**config.mk**
```make
export PLATFORM = sky130hd
export DESIGN_NAME = rvm_gprs_wb_arb
export DESIGN_NICKNAME = d
export VERILOG_FILES = /design/src/rtl/rvm_gprs_wb_arb_pkg.sv /design/src/rtl/rvm_arb_rr.sv /design/src/rtl/rvm_gprs_wb_arb.sv
export SDC_FILE = /design/constraint.sdc
export NUM_CORES = 1
export LEC_CHECK = 0
export ABC_AREA = 1
export BUFFER_PORTS_ARGS = -buffer_cell sky130_fd_sc_hd__buf_2
export CAP_MARGIN = 20
export CORE_MARGIN = 5
export CORE_UTILIZATION = 29
export DETAILED_ROUTE_END_ITERATION = 8
export PLACE_DENSITY = 0.53
export SYNTH_ARGS = -nofsm -noshare
export SYNTH_HDL_FRONTEND = slang
export SYNTH_HIERARCHICAL = 1
export SYNTH_SLANG_ARGS = --single-unit
```
**constraint.sdc**
```tcl
create_clock -name clk -period 1.72 [get_ports clk]
set_input_delay 0.086 -clock clk [delete_from_list [all_inputs] [get_ports clk]]
set_output_delay 0.086 -clock clk [all_outputs]
set_load 0.02 [all_outputs]
```
**src/rtl/rvm_gprs_wb_arb_pkg.sv**
```systemverilog
// ---------------------------------------------------------------------------
// rvm_gprs_wb_arb_pkg
//   Shared constants for the GPR writeback path: register address width,
//   data width and register count, plus the staged-write record used by the
//   writeback arbiter.
//   No ports (package).
// ---------------------------------------------------------------------------
package rvm_gprs_wb_arb_pkg;

  localparam int RVM_REG_AW = 5;   // register address width
  localparam int RVM_DATA_W = 32;  // register data width
  localparam int RVM_NREGS  = 32;  // architectural register count

  typedef logic [RVM_REG_AW-1:0] reg_addr_t;
  typedef logic [RVM_DATA_W-1:0] reg_data_t;

  // One staged register-file write, presented the cycle after acceptance.
  typedef struct packed {
    logic      wen;
    reg_addr_t addr;
    reg_data_t wdata;
  } wb_stage_t;

endpackage

```
**src/rtl/rvm_arb_rr.sv**
```systemverilog
// ---------------------------------------------------------------------------
// rvm_arb_rr
//   Combinational writeback arbiter. Picks exactly one requester from req
//   (or none when req is all-zero) and returns it one-hot on gnt.
//   Configuration macro RVM_GPRS_ARB_RR_EN:
//     defined   - round-robin; search starts just after last_gnt, wrapping
//                 from NREQ-1 back to 0.
//     undefined - fixed priority, lowest index first; last_gnt is ignored.
//
//   Ports
//     req      in  [NREQ-1:0]  requesters holding a write
//     last_gnt in  [NREQ-1:0]  one-hot index of the most recent transfer
//     gnt      out [NREQ-1:0]  one-hot grant, or zero
// ---------------------------------------------------------------------------
module rvm_arb_rr #(
  parameter int NREQ = 3
) (
  input  logic [NREQ-1:0] req,
  input  logic [NREQ-1:0] last_gnt,
  output logic [NREQ-1:0] gnt
);

  // Requests the lowest-first priority encoder chooses from.
  logic [NREQ-1:0] pick;
  logic            taken;

`ifdef RVM_GPRS_ARB_RR_EN
  // after_last[i] is set for every index strictly above the last grant.
  // Requests in that window win first; if there are none the search wraps
  // and the plain lowest-index request wins.
  logic [NREQ-1:0] after_last;
  logic [NREQ-1:0] req_hi;

  always_comb begin
    // NOTE: every variable written in an always_comb gets a default first,
    // so no path leaves it unassigned and no latch is inferred.
    after_last = '0;
    for (int i = 1; i < NREQ; i++) begin
      after_last[i] = after_last[i-1] | last_gnt[i-1];
    end
  end

  assign req_hi = req & after_last;
  assign pick   = (|req_hi) ? req_hi : req;
`else
  // Fixed priority: the grant history is still maintained by the parent
  // but plays no part in the decision here.
  logic unused_last_gnt;
  assign unused_last_gnt = ^last_gnt;
  assign pick            = req;
`endif

  always_comb begin
    gnt   = '0;
    taken = 1'b0;
    for (int i = 0; i < NREQ; i++) begin
      if (pick[i] && !taken) begin
        gnt[i] = 1'b1;
        taken  = 1'b1;
      end
    end
  end

endmodule

```
**src/rtl/rvm_gprs_wb_arb.sv**
```systemverilog
// ---------------------------------------------------------------------------
// rvm_gprs_wb_arb
//   GPR writeback arbiter with pending-write scoreboard. Up to NREQ (2..4)
//   requesters compete for the single register-file write port. The
//   accepted write is registered and presented on rd_* one cycle later.
//   The scoreboard (busy) tracks registers with an outstanding write: the
//   issue stage sets a bit via sb_set, an accepted write clears it.
//   Configuration macro RVM_GPRS_ARB_RR_EN selects round-robin arbitration
//   (see rvm_arb_rr); the default build uses fixed priority.
//
//   Ports
//     clk        in   core clock, rising edge
//     resetn     in   asynchronous active-low reset
//     clk_req    out  block needs its clock this cycle
//     req_valid  in   [NREQ]      requester i holds a write
//     req_ready  out  [NREQ]      requester i accepted this cycle (one-hot)
//     req_addr   in   [5*NREQ]    destination of requester i at [5i+4:5i]
//     req_wdata  in   [32*NREQ]   data of requester i at [32i+31:32i]
//     sb_set     in   mark sb_addr pending
//     sb_addr    in   [5]  register to mark
//     flush      in   clear all marks, drop the write, block acceptance
//     busy       out  [32] pending-write scoreboard, bit 0 always 0
//     rd_wen     out  register-file write enable (single cycle)
//     rd_addr    out  [5]  register-file write address
//     rd_wdata   out  [32] register-file write data
// ---------------------------------------------------------------------------
module rvm_gprs_wb_arb
  import rvm_gprs_wb_arb_pkg::*;
#(
  parameter int NREQ = 3
) (
  input  logic                       clk,
  input  logic                       resetn,
  output logic                       clk_req,
  input  logic [NREQ-1:0]            req_valid,
  output logic [NREQ-1:0]            req_ready,
  input  logic [RVM_REG_AW*NREQ-1:0] req_addr,
  input  logic [RVM_DATA_W*NREQ-1:0] req_wdata,
  input  logic                       sb_set,
  input  logic [RVM_REG_AW-1:0]      sb_addr,
  input  logic                       flush,
  output logic [RVM_NREGS-1:0]       busy,
  output logic                       rd_wen,
  output logic [RVM_REG_AW-1:0]      rd_addr,
  output logic [RVM_DATA_W-1:0]      rd_wdata
);

  logic [NREQ-1:0]      last_gnt;
  logic [NREQ-1:0]      gnt;
  logic                 transfer;
  reg_addr_t            sel_addr;
  reg_data_t            sel_wdata;
  wb_stage_t            stage_q;
  logic [RVM_NREGS-1:0] busy_next;

  // -------------------------------------------------------------------------
  // Arbitration
  // -------------------------------------------------------------------------
  rvm_arb_rr #(
    .NREQ     (NREQ)
  ) u_arb (
    .req      (req_valid),
    .last_gnt (last_gnt),
    .gnt      (gnt)
  );

  // Grants are masked during reset and on flush so nothing is accepted
  // while the staging path is being cleared.
  assign req_ready = gnt & {NREQ{resetn & ~flush}};
  assign transfer  = |(req_valid & req_ready);

  // req_ready is one-hot, so OR-ing the selected lanes yields the winner.
  always_comb begin
    sel_addr  = '0;
    sel_wdata = '0;
    for (int i = 0; i < NREQ; i++) begin
      if (req_ready[i]) begin
        sel_addr  = sel_addr  | req_addr [RVM_REG_AW*i +: RVM_REG_AW];
        sel_wdata = sel_wdata | req_wdata[RVM_DATA_W*i +: RVM_DATA_W];
      end
    end
  end

  // Reset value points at the top requester so the first search, in either
  // arbitration mode, starts at requester 0.
  always_ff @(posedge clk or negedge resetn) begin
    if (!resetn) begin
      last_gnt <= {1'b1, {(NREQ-1){1'b0}}};
    end else if (transfer) begin
      // NOTE: sequential state uses non-blocking assignments so every
      // register samples values from before the clock edge.
      last_gnt <= req_ready;
    end
  end

  // -------------------------------------------------------------------------
  // Write staging: one-cycle registered register-file port
  // -------------------------------------------------------------------------
  always_ff @(posedge clk or negedge resetn) begin
    if (!resetn) begin
      // NOTE: address and data are reset along with the enable because the
      // port must read as all zeros during reset, not merely be disabled.
      stage_q <= '0;
    end else begin
      // Register 0 is hard-wired: the handshake completes but no write.
      stage_q.wen <= transfer && (sel_addr != '0);
      if (transfer) begin
        stage_q.addr  <= sel_addr;
        stage_q.wdata <= sel_wdata;
      end
    end
  end

  assign rd_wen   = stage_q.wen;
  assign rd_addr  = stage_q.addr;
  assign rd_wdata = stage_q.wdata;

  // -------------------------------------------------------------------------
  // Pending-write scoreboard
  // -------------------------------------------------------------------------
  // Order encodes precedence: clear by accepted write, then set (set wins
  // on a same-address collision), then flush over everything.
  always_comb begin
    busy_next = busy;
    if (transfer) begin
      busy_next[sel_addr] = 1'b0;
    end
    if (sb_set) begin
      busy_next[sb_addr] = 1'b1;
    end
    if (flush) begin
      busy_next = '0;
    end
    busy_next[0] = 1'b0;
  end

  always_ff @(posedge clk or negedge resetn) begin
    if (!resetn) begin
      busy <= '0;
    end else begin
      busy <= busy_next;
    end
  end

  // -------------------------------------------------------------------------
  // Clock request: any pending input, output or scoreboard activity
  // -------------------------------------------------------------------------
  assign clk_req = (|req_valid) | sb_set | flush | rd_wen | (|busy);

endmodule

```
# ---- Word level (Yosys, flattened, before mapping)
# Cells that the tools add are included.
# W data, S select, Z words.
dict set report classes {
  n_lt_le_gt_ge 4
  mux 17
  bitwise 15
  reduce_logical 11
}
# op n
set op_table {}
lappend op_table {{$mux W32} 6}
lappend op_table {{$or A32 B32 Y32} 3}
lappend op_table {{$and A32 B32 Y32} 1}
lappend op_table {{$not A32 Y32} 1}
lappend op_table {{$reduce_or A31 Y1} 1}
lappend op_table {{$mux W5} 3}
lappend op_table {{$lt A5 B6 Y1 const B} 2}
lappend op_table {{$demux W1 S5} 2}
lappend op_table {{$ge A5 B1 Y1 const B} 2}
lappend op_table {{$or A5 B5 Y5} 2}
lappend op_table {{$and A3 B3 Y3} 2}
lappend op_table {{$mux W1} 6}
lappend op_table {{$reduce_or A3 Y1} 2}
lappend op_table {{$logic_and A1 B1 Y1} 5}
lappend op_table {{$reduce_bool A5 Y1} 1}
lappend op_table {{$or A1 B1 Y1} 4}
lappend op_table {{$logic_not A1 Y1} 2}
lappend op_table {{$and A1 B1 Y1} 1}
lappend op_table {{$not A1 Y1} 1}
dict set report totals {
  regBits 69
  inputBits 123
  out_inout_bits 74
  elab_cells 51
}

# ---- Longest topological paths before layout
# Gate-level depths: netlist (run 1).
dict set report depth {
  depth_word 23
  mapped_depth 11
  ltp_nobuf 11
}

# ---- Hierarchy
# The synthesis (run 1) kept the hierarchy.
# module instances cells_each area_per_inst_um2 seq_area_each_um2
set modules_own_cells {}
lappend modules_own_cells {rvm_gprs_wb_arb 1 476 3792.4 1803.0}
lappend modules_own_cells {rvm_arb_rr 1 6 28.8 0.0}

# ---- Worst setup path before layout (run 1)
# OpenSTA, ideal clock, no wires.
dict set report synth_path {
  kind {input to register}
  start {input port req_valid[1]}
  end {register stage_q (netlist bit rd_wdata[18])}
  setup_time_ps 88
  arrival_time_ps 1156
  slack_ps 476
  cell_stages 8
  n_path_buf 2
  path_cell_list {inv_1 nor2_1 nand4_1 nand3_2 buf_6 buf_2 nor2_1 a41oi_1}
}
dict set report synth_between {
  word_cells_on_any_way 12
  classes_between {mux: 5; bitwise: 3; reduce/logical: 4}
}
# element line
set synth_lines {}
lappend synth_lines {{start: declaration} rvm_gprs_wb_arb.sv:35} ;# input logic [NREQ-1:0] req_valid,
lappend synth_lines {{$logic_and A1 B1 Y1 (*)} rvm_arb_rr.sv:57} ;# if (pick[i] && !taken) begin
lappend synth_lines {{$mux W1 (*)} rvm_arb_rr.sv:57}
lappend synth_lines {{via gnt[1]} rvm_gprs_wb_arb.sv:49} ;# logic [NREQ-1:0] gnt;
lappend synth_lines {{$and A3 B3 Y3 (*)} rvm_gprs_wb_arb.sv:69} ;# assign req_ready = gnt & {NREQ{resetn & ~flush}};
lappend synth_lines {{$mux W32} rvm_gprs_wb_arb.sv:77} ;# if (req_ready[i]) begin
lappend synth_lines {{$or A32 B32 Y32} rvm_gprs_wb_arb.sv:79} ;# sel_wdata = sel_wdata | req_wdata[RVM_DATA_W*i +: RVM_DATA_W];
lappend synth_lines {{$mux W32} rvm_gprs_wb_arb.sv:77}
lappend synth_lines {{end: declaration} rvm_gprs_wb_arb.sv:53} ;# wb_stage_t stage_q;
# The timed path passes the listed nets; every way through them passes the cells marked *.
# A chain may end at the register's enable or synchronous reset.

# ---- Worst setup path in the final report (run 1)
dict set report layout_path {
  start {register busy[16]}
  end {output port clk_req}
}
dict set report layout_between {
  elab_chain_len 2
}
# element line
set layout_rtl {}
lappend layout_rtl {{start: declaration} rvm_gprs_wb_arb.sv:42} ;# output logic [RVM_NREGS-1:0] busy,
lappend layout_rtl {{start signal: assignment} rvm_gprs_wb_arb.sv:141} ;# busy <= busy_next;
lappend layout_rtl {{$reduce_or A31 Y1} rvm_gprs_wb_arb.sv:148} ;# assign clk_req = (|req_valid) | sb_set | flush | rd_wen | (|busy);
lappend layout_rtl {{$or A1 B1 Y1} rvm_gprs_wb_arb.sv:148}
lappend layout_rtl {{end: declaration} rvm_gprs_wb_arb.sv:34} ;# output logic clk_req,
# Every way passes these cells.

==> results.cfg, run 1 <==
[run_status]
status = complete, but fails checks
violations = hold timing, setup timing

[placed_design]
place_inst = 827
gp_congestion = 0.827
portBuffers = 195
post_dp_cell_area_sq_um = 4920
detailed_place_hpwl_mm = 10.7

[critical_path]
worstRegToRegCells = 3
crit_path_end_kind = output pin
r2r_start = busy[4]
critPathLaunchType = flip-flop
r2r-end = busy[4]
worstPathMaxFanout = 3
crit_type = flip-flop to output pin
cp.arrival_ns = 1.68
rrSetupSlack_ns = 0.89
crit_required_ns = 1.63

[synthesis]
syn-instance-count = 472
avgSynthCellArea_sq_um = 7.87
yosysWarnings = 6
synth_fp_nets = 595
syn_area_sq_um = 3720

[job]
max_cap_viol_count = 0

[timing]
tns_ns = -0.0482
fin_ws_ns = -0.0482
max_freq_mhz = 566
clock_skew_ns = 0
whs_ns = -0.000254
max_slew.worst_pin.slew_ns = 0.546
slew_headroom_pct = 63.6
rsz0062_at_grt = yes
layout_min_cycle_time_ns = 1.77
finalSetupViolCount = 1
finalCritPeriodShare_pct = 103
hold_violations = 2
final_max_slew_viol_count = 0

[finish]
finalInstanceArea_sq_um = 5300
final_layout_size_suffix_gt1_share_pct = 37.4
final_cell_mix = buf_2 (193), nand2_1 (128), dfrtp_1 (69), nand3_1 (44), a21oi_1 (33)
area.growth.synth_to_final_pct = 42.5
antenna_cells = 0
final_common_cell = buf_2
nNetsFinal = 797
layout.cells.non_filler = 851

[clock_tree]
cts_buffers = 9
clockBufferDepth = 2
clk_pin_slew_ns = 0.06
cts_tree = done
clock-root-buffer = clkbuf_16
numClockSinks = 69
h-tree-depth = 3
clock_latency_ns = 0.33

[power]
finalPower_uw = 4580
ir_worst_vdd_v = 0.000413
p_leak_uw = 0.00261
powerDensity_nw_per_um2 = 865

[floorplan]
fp.coreArea_sq_um = 12600
start_util_pct = 29.6
die_h_um = 123
fp-row-count = 41
die_w_um = 123
io_pins = 197
die_area_sq_um = 15200

[drt]
via_count = 4213
drtIter0Drc = 193
firstDrtPassIters = 4
ant_nets = 0
wirelength_mm = 14.1
drc_errors = 0
viasPerCell = 4.95
wl_per_cell_um = 16.6

[global_route]
grt_start_max_net_pins = 72
antenna_found_initial = 0
first_global_vias = 4112
grt_use_total_pct = 17.9
grt_first_pass_wirelength_mm = 21.4
grt_overflow = 0

[worst_hold_path]
min_path_type = input port to asynchronous set/reset pin
==> repair_timing <==
action | in CTS | in global routing
gates resized for setup | 6 | 1
setup buffers | 2 | 1
pin swaps | 4 | 3
endpoints found under the setup margin | 1 | 1
hold buffers | 5 | 0
endpoints found under the hold margin | 5 | 0
==> power by group <==
part | total (uW) | switching [uW] | internal, uW
clock network | 1670 | 659 | 1010
logic | 1040 | 646 | 391
registers | 1880 | 88.2 | 1790
==> registers in the layout, summed over array words and instances, names as in the netlist <==
signal / cells
busy: 31
rd_addr: 5
rd_wdata: 32
rd_wen: 1
==> how the worst max path moves through the flow <==
stage | slack, ns | end | start | depth (start not counted)
2_1_floorplan | 0.48 | rd_wdata[18] | req_valid[1] | 8
3_3_place_gp | 0.1 | rd_wdata[27] | flush | 6
3_5_place_dp | 0.1 | rd_wdata[27] | flush | 6
4_1_cts | -0.05 | clk_req | busy[15] | 5
5_1_grt | -0.10 | clk_req | busy[16] | 5
6_report | -0.05 | clk_req | busy[16] | 5
==> metrics by stage <==
| step | util, % | setup slack (ns) | hold WS [ns] |
|---|---|---|---|
| floorplan | - | 0.476 | -0.210 |
| global placement | 39.1 | 0.0981 | -0.0350 |
| detailed placement | 39.1 | 0.0994 | -0.0279 |
| CTS | 42.0 | -0.0547 | 0.00213 |
| global route | 42.1 | -0.105 | 0.0146 |
| finish | 42.1 | -0.0482 | -0.000254 |
==> worst max-delay path: stages, from the launching register on <==
cell and delay [ns]:
dfrtp_1 0.40, nor4_2 0.34, nand4_1 0.21, nor2_1 0.18, nand2_1 0.09, buf_6 0.13
==> layer usage <==
layer / GRT usage, % / vias up / part of all wire, %
li1: - / 2063 / -
met3: 4.39 / 13 / 8.4
met1: 23.4 / 1976 / 42
met5: 0 / - / 0
met4: 3.88 / 0 / 1.0
met2: 30.1 / 161 / 48
==> area by class of cell <==
| cell class | instances | area, sq um |
|---|---|---|
| Clock buffer | 12 | 246 |
| Fill cell | 1315 | 7270 |
| Inverter | 17 | 63.8 |
| Timing Repair Buffer | 221 | 1230 |
| Tap cell | 172 | 215 |
| Clock inverter | 4 | 23.8 |
| Multi-Input combinational cell | 356 | 1790 |
| Sequential cell | 69 | 1730 |
No activity file was read; power rests on OpenSTA's default activity.
==> run 2, diff against run 1 <==
--- a/config.mk
+++ b/config.mk
@@ -11,6 +11,7 @@
 export CORE_MARGIN = 5
 export CORE_UTILIZATION = 29
 export DETAILED_ROUTE_END_ITERATION = 8
+export MAX_ROUTING_LAYER = met4
 export PLACE_DENSITY = 0.53
 export SYNTH_ARGS = -nofsm -noshare
 export SYNTH_HDL_FRONTEND = slang
==> run 2 against run 1 <==
  * The run ends with setup timing left
  * Count of clock-buffer cells in the layout is the same
  * Via count grew 0.57%
  * Critical path depth is the same
  * Clock power is essentially flat
  * Register-to-register slack is essentially flat
  * Highest routed layer unchanged
  * Combinational power is essentially flat
  * Worst setup slack gained 0.0036 ns
  * Design area is the same
  * Maximum frequency grew 0.20%
  * Sequential cell count is the same
  * First-iteration DRC count shrank 4.7%
==> results.cfg, run 2 (synthesized netlist as in run 1, its figures left out) <==
[run_status]
status = complete, but fails checks
violations = setup timing

[timing]
layout_min_cycle_time_ns = 1.76
fin_ws_ns = -0.0446
hold_violations = 0
finalCritPeriodShare_pct = 103
slew_headroom_pct = 64.4
tns_ns = -0.0446
clock_skew_ns = 0
max_slew.worst_pin.slew_ns = 0.535
max_freq_mhz = 567
rsz0062_at_grt = yes
finalSetupViolCount = 1
whs_ns = 0.00633
final_max_slew_viol_count = 0

[global_route]
grt_start_max_net_pins = 72
grt_overflow = 0
grt_use_total_pct = 18.4
grt_first_pass_wirelength_mm = 21.4
first_global_vias = 4113
antenna_found_initial = 0

[finish]
post-route-util_pct = 42.1
antenna_cells = 0
final_common_cell = buf_2
final_layout_size_suffix_gt1_share_pct = 37.4
largest_reg_flops = 32
final_cell_mix = buf_2 (193), nand2_1 (128), dfrtp_1 (69), nand3_1 (44), a21oi_1 (33)
nNetsFinal = 797
area.growth.synth_to_final_pct = 42.5

[floorplan]
fp-row-count = 41
die_area_sq_um = 15200
start_util_pct = 29.6
die_w_um = 123
die_h_um = 123
io_pins = 197
fp.coreArea_sq_um = 12600

[critical_path]
r2r-end = busy[4]
worstPathMaxFanout = 3
crit_path_end_kind = output pin
crit_type = flip-flop to output pin
r2r_start = busy[4]
critPathLaunchType = flip-flop
worstRegToRegCells = 3
rrSetupSlack_ns = 0.88
cp.arrival_ns = 1.68
crit_required_ns = 1.63

[power]
internal_power_uw = 3190
p_comb_share_pct = 22.7
ir_worst_vdd_v = 0.000412
p_leak_uw = 0.00261
power_switching_uw = 1390
finalPower_uw = 4580
power_frac_clock_pct = 36.4
seqPwrFrac_pct = 41.0
powerDensity_nw_per_um2 = 865
p_sw_share_pct = 30.4

[clock_tree]
h-tree-depth = 3
clockBufferDepth = 2
clk_pin_slew_ns = 0.06
cts_tree = done
cts_buffers = 9
clock_latency_ns = 0.33
numClockSinks = 69
clock-root-buffer = clkbuf_16

[drt]
ant_nets = 0
drtIter0Drc = 184
viasPerCell = 4.98
drc_errors = 0
firstDrtPassIters = 4
wl_per_cell_um = 16.6
via_count = 4237
wirelength_mm = 14.1

[placed_design]
portBuffers = 195
detailed_place_hpwl_mm = 10.7
gp_congestion = 0.840

[worst_hold_path]
min_path_type = input port to asynchronous set/reset pin

[job]
max_cap_viol_count = 0
run 2: cell counts in the layout (fill, tap and decap cells not counted):
Identical to the previous run, type by type.
run 2: power groups by stage:
| stage | clock (uW) | sequential [uW] | combinational, uW |
|---|---|---|---|
| after floorplan | 0 | 2110 | 343 |
| after global placement | 0 | 1900 | 1030 |
| after detailed placement | 0 | 1900 | 1040 |
| after CTS | 1730 | 1880 | 1050 |
| after global routing | 1810 | 1900 | 1140 |
| final | 1670 | 1880 | 1040 |
run 2: worst max path at each step:
stage,start,endpoint,slack (ns),cells past startpoint
finish,busy[16],clk_req,-0.04,5
detailed placement,flush,rd_wdata[27],0.1,6
global placement,flush,rd_wdata[27],0.1,6
floorplan,req_valid[1],rd_wdata[18],0.48,8
CTS,busy[15],clk_req,-0.05,5
global route,busy[16],clk_req,-0.10,5
run 2: timing repair:
action | CTS | global route
hold buffers | 5 | 0
cloned | 0 | 0
gates resized for setup | 6 | 1
pin swaps | 4 | 3
endpoints found under the hold margin | 5 | 0
setup endpoints to repair | 1 | 1
setup buffers | 2 | 1
run 2: final cells by class:
type	instances	area, sq um
tap	172	215
clock buffer	12	246
clock inverter	4	23.8
multi-input combinational	356	1790
inverter	17	63.8
timing repair buffer	221	1230
fill	1315	7270
sequential	69	1730
run 2: routing by layer:
layer | routed length (um) | vias to the layer above | share of wire, % | global-route usage [%]
met1 | 6130 | 1986 | 43 | 23.6
met5 | 0 | - | 0 | -
met4 | 153 | 0 | 1.1 | 3.88
li1 | - | 2062 | - | -
met3 | 1090 | 14 | 7.7 | 4.12
met2 | 6740 | 175 | 48 | 30.0
run 2: critical path, stage by stage, from the launching register on:
cell	delay [ns]
dfrtp_1	0.40
nor4_2	0.34
nand4_1	0.21
nor2_1	0.18
nand2_1	0.09
buf_6	0.13
run 2: per-stage QoR:
step | setup slack [ns] | cells | area [sq um]
after CTS | -0.0547 | 850 | 5280
final | -0.0446 | 851 | 5300
after global placement | 0.0981 | 827 | 4920
after floorplan | 0.476 | 472 | 3720
after global routing | -0.105 | 851 | 5300
after detailed placement | 0.0994 | 827 | 4920
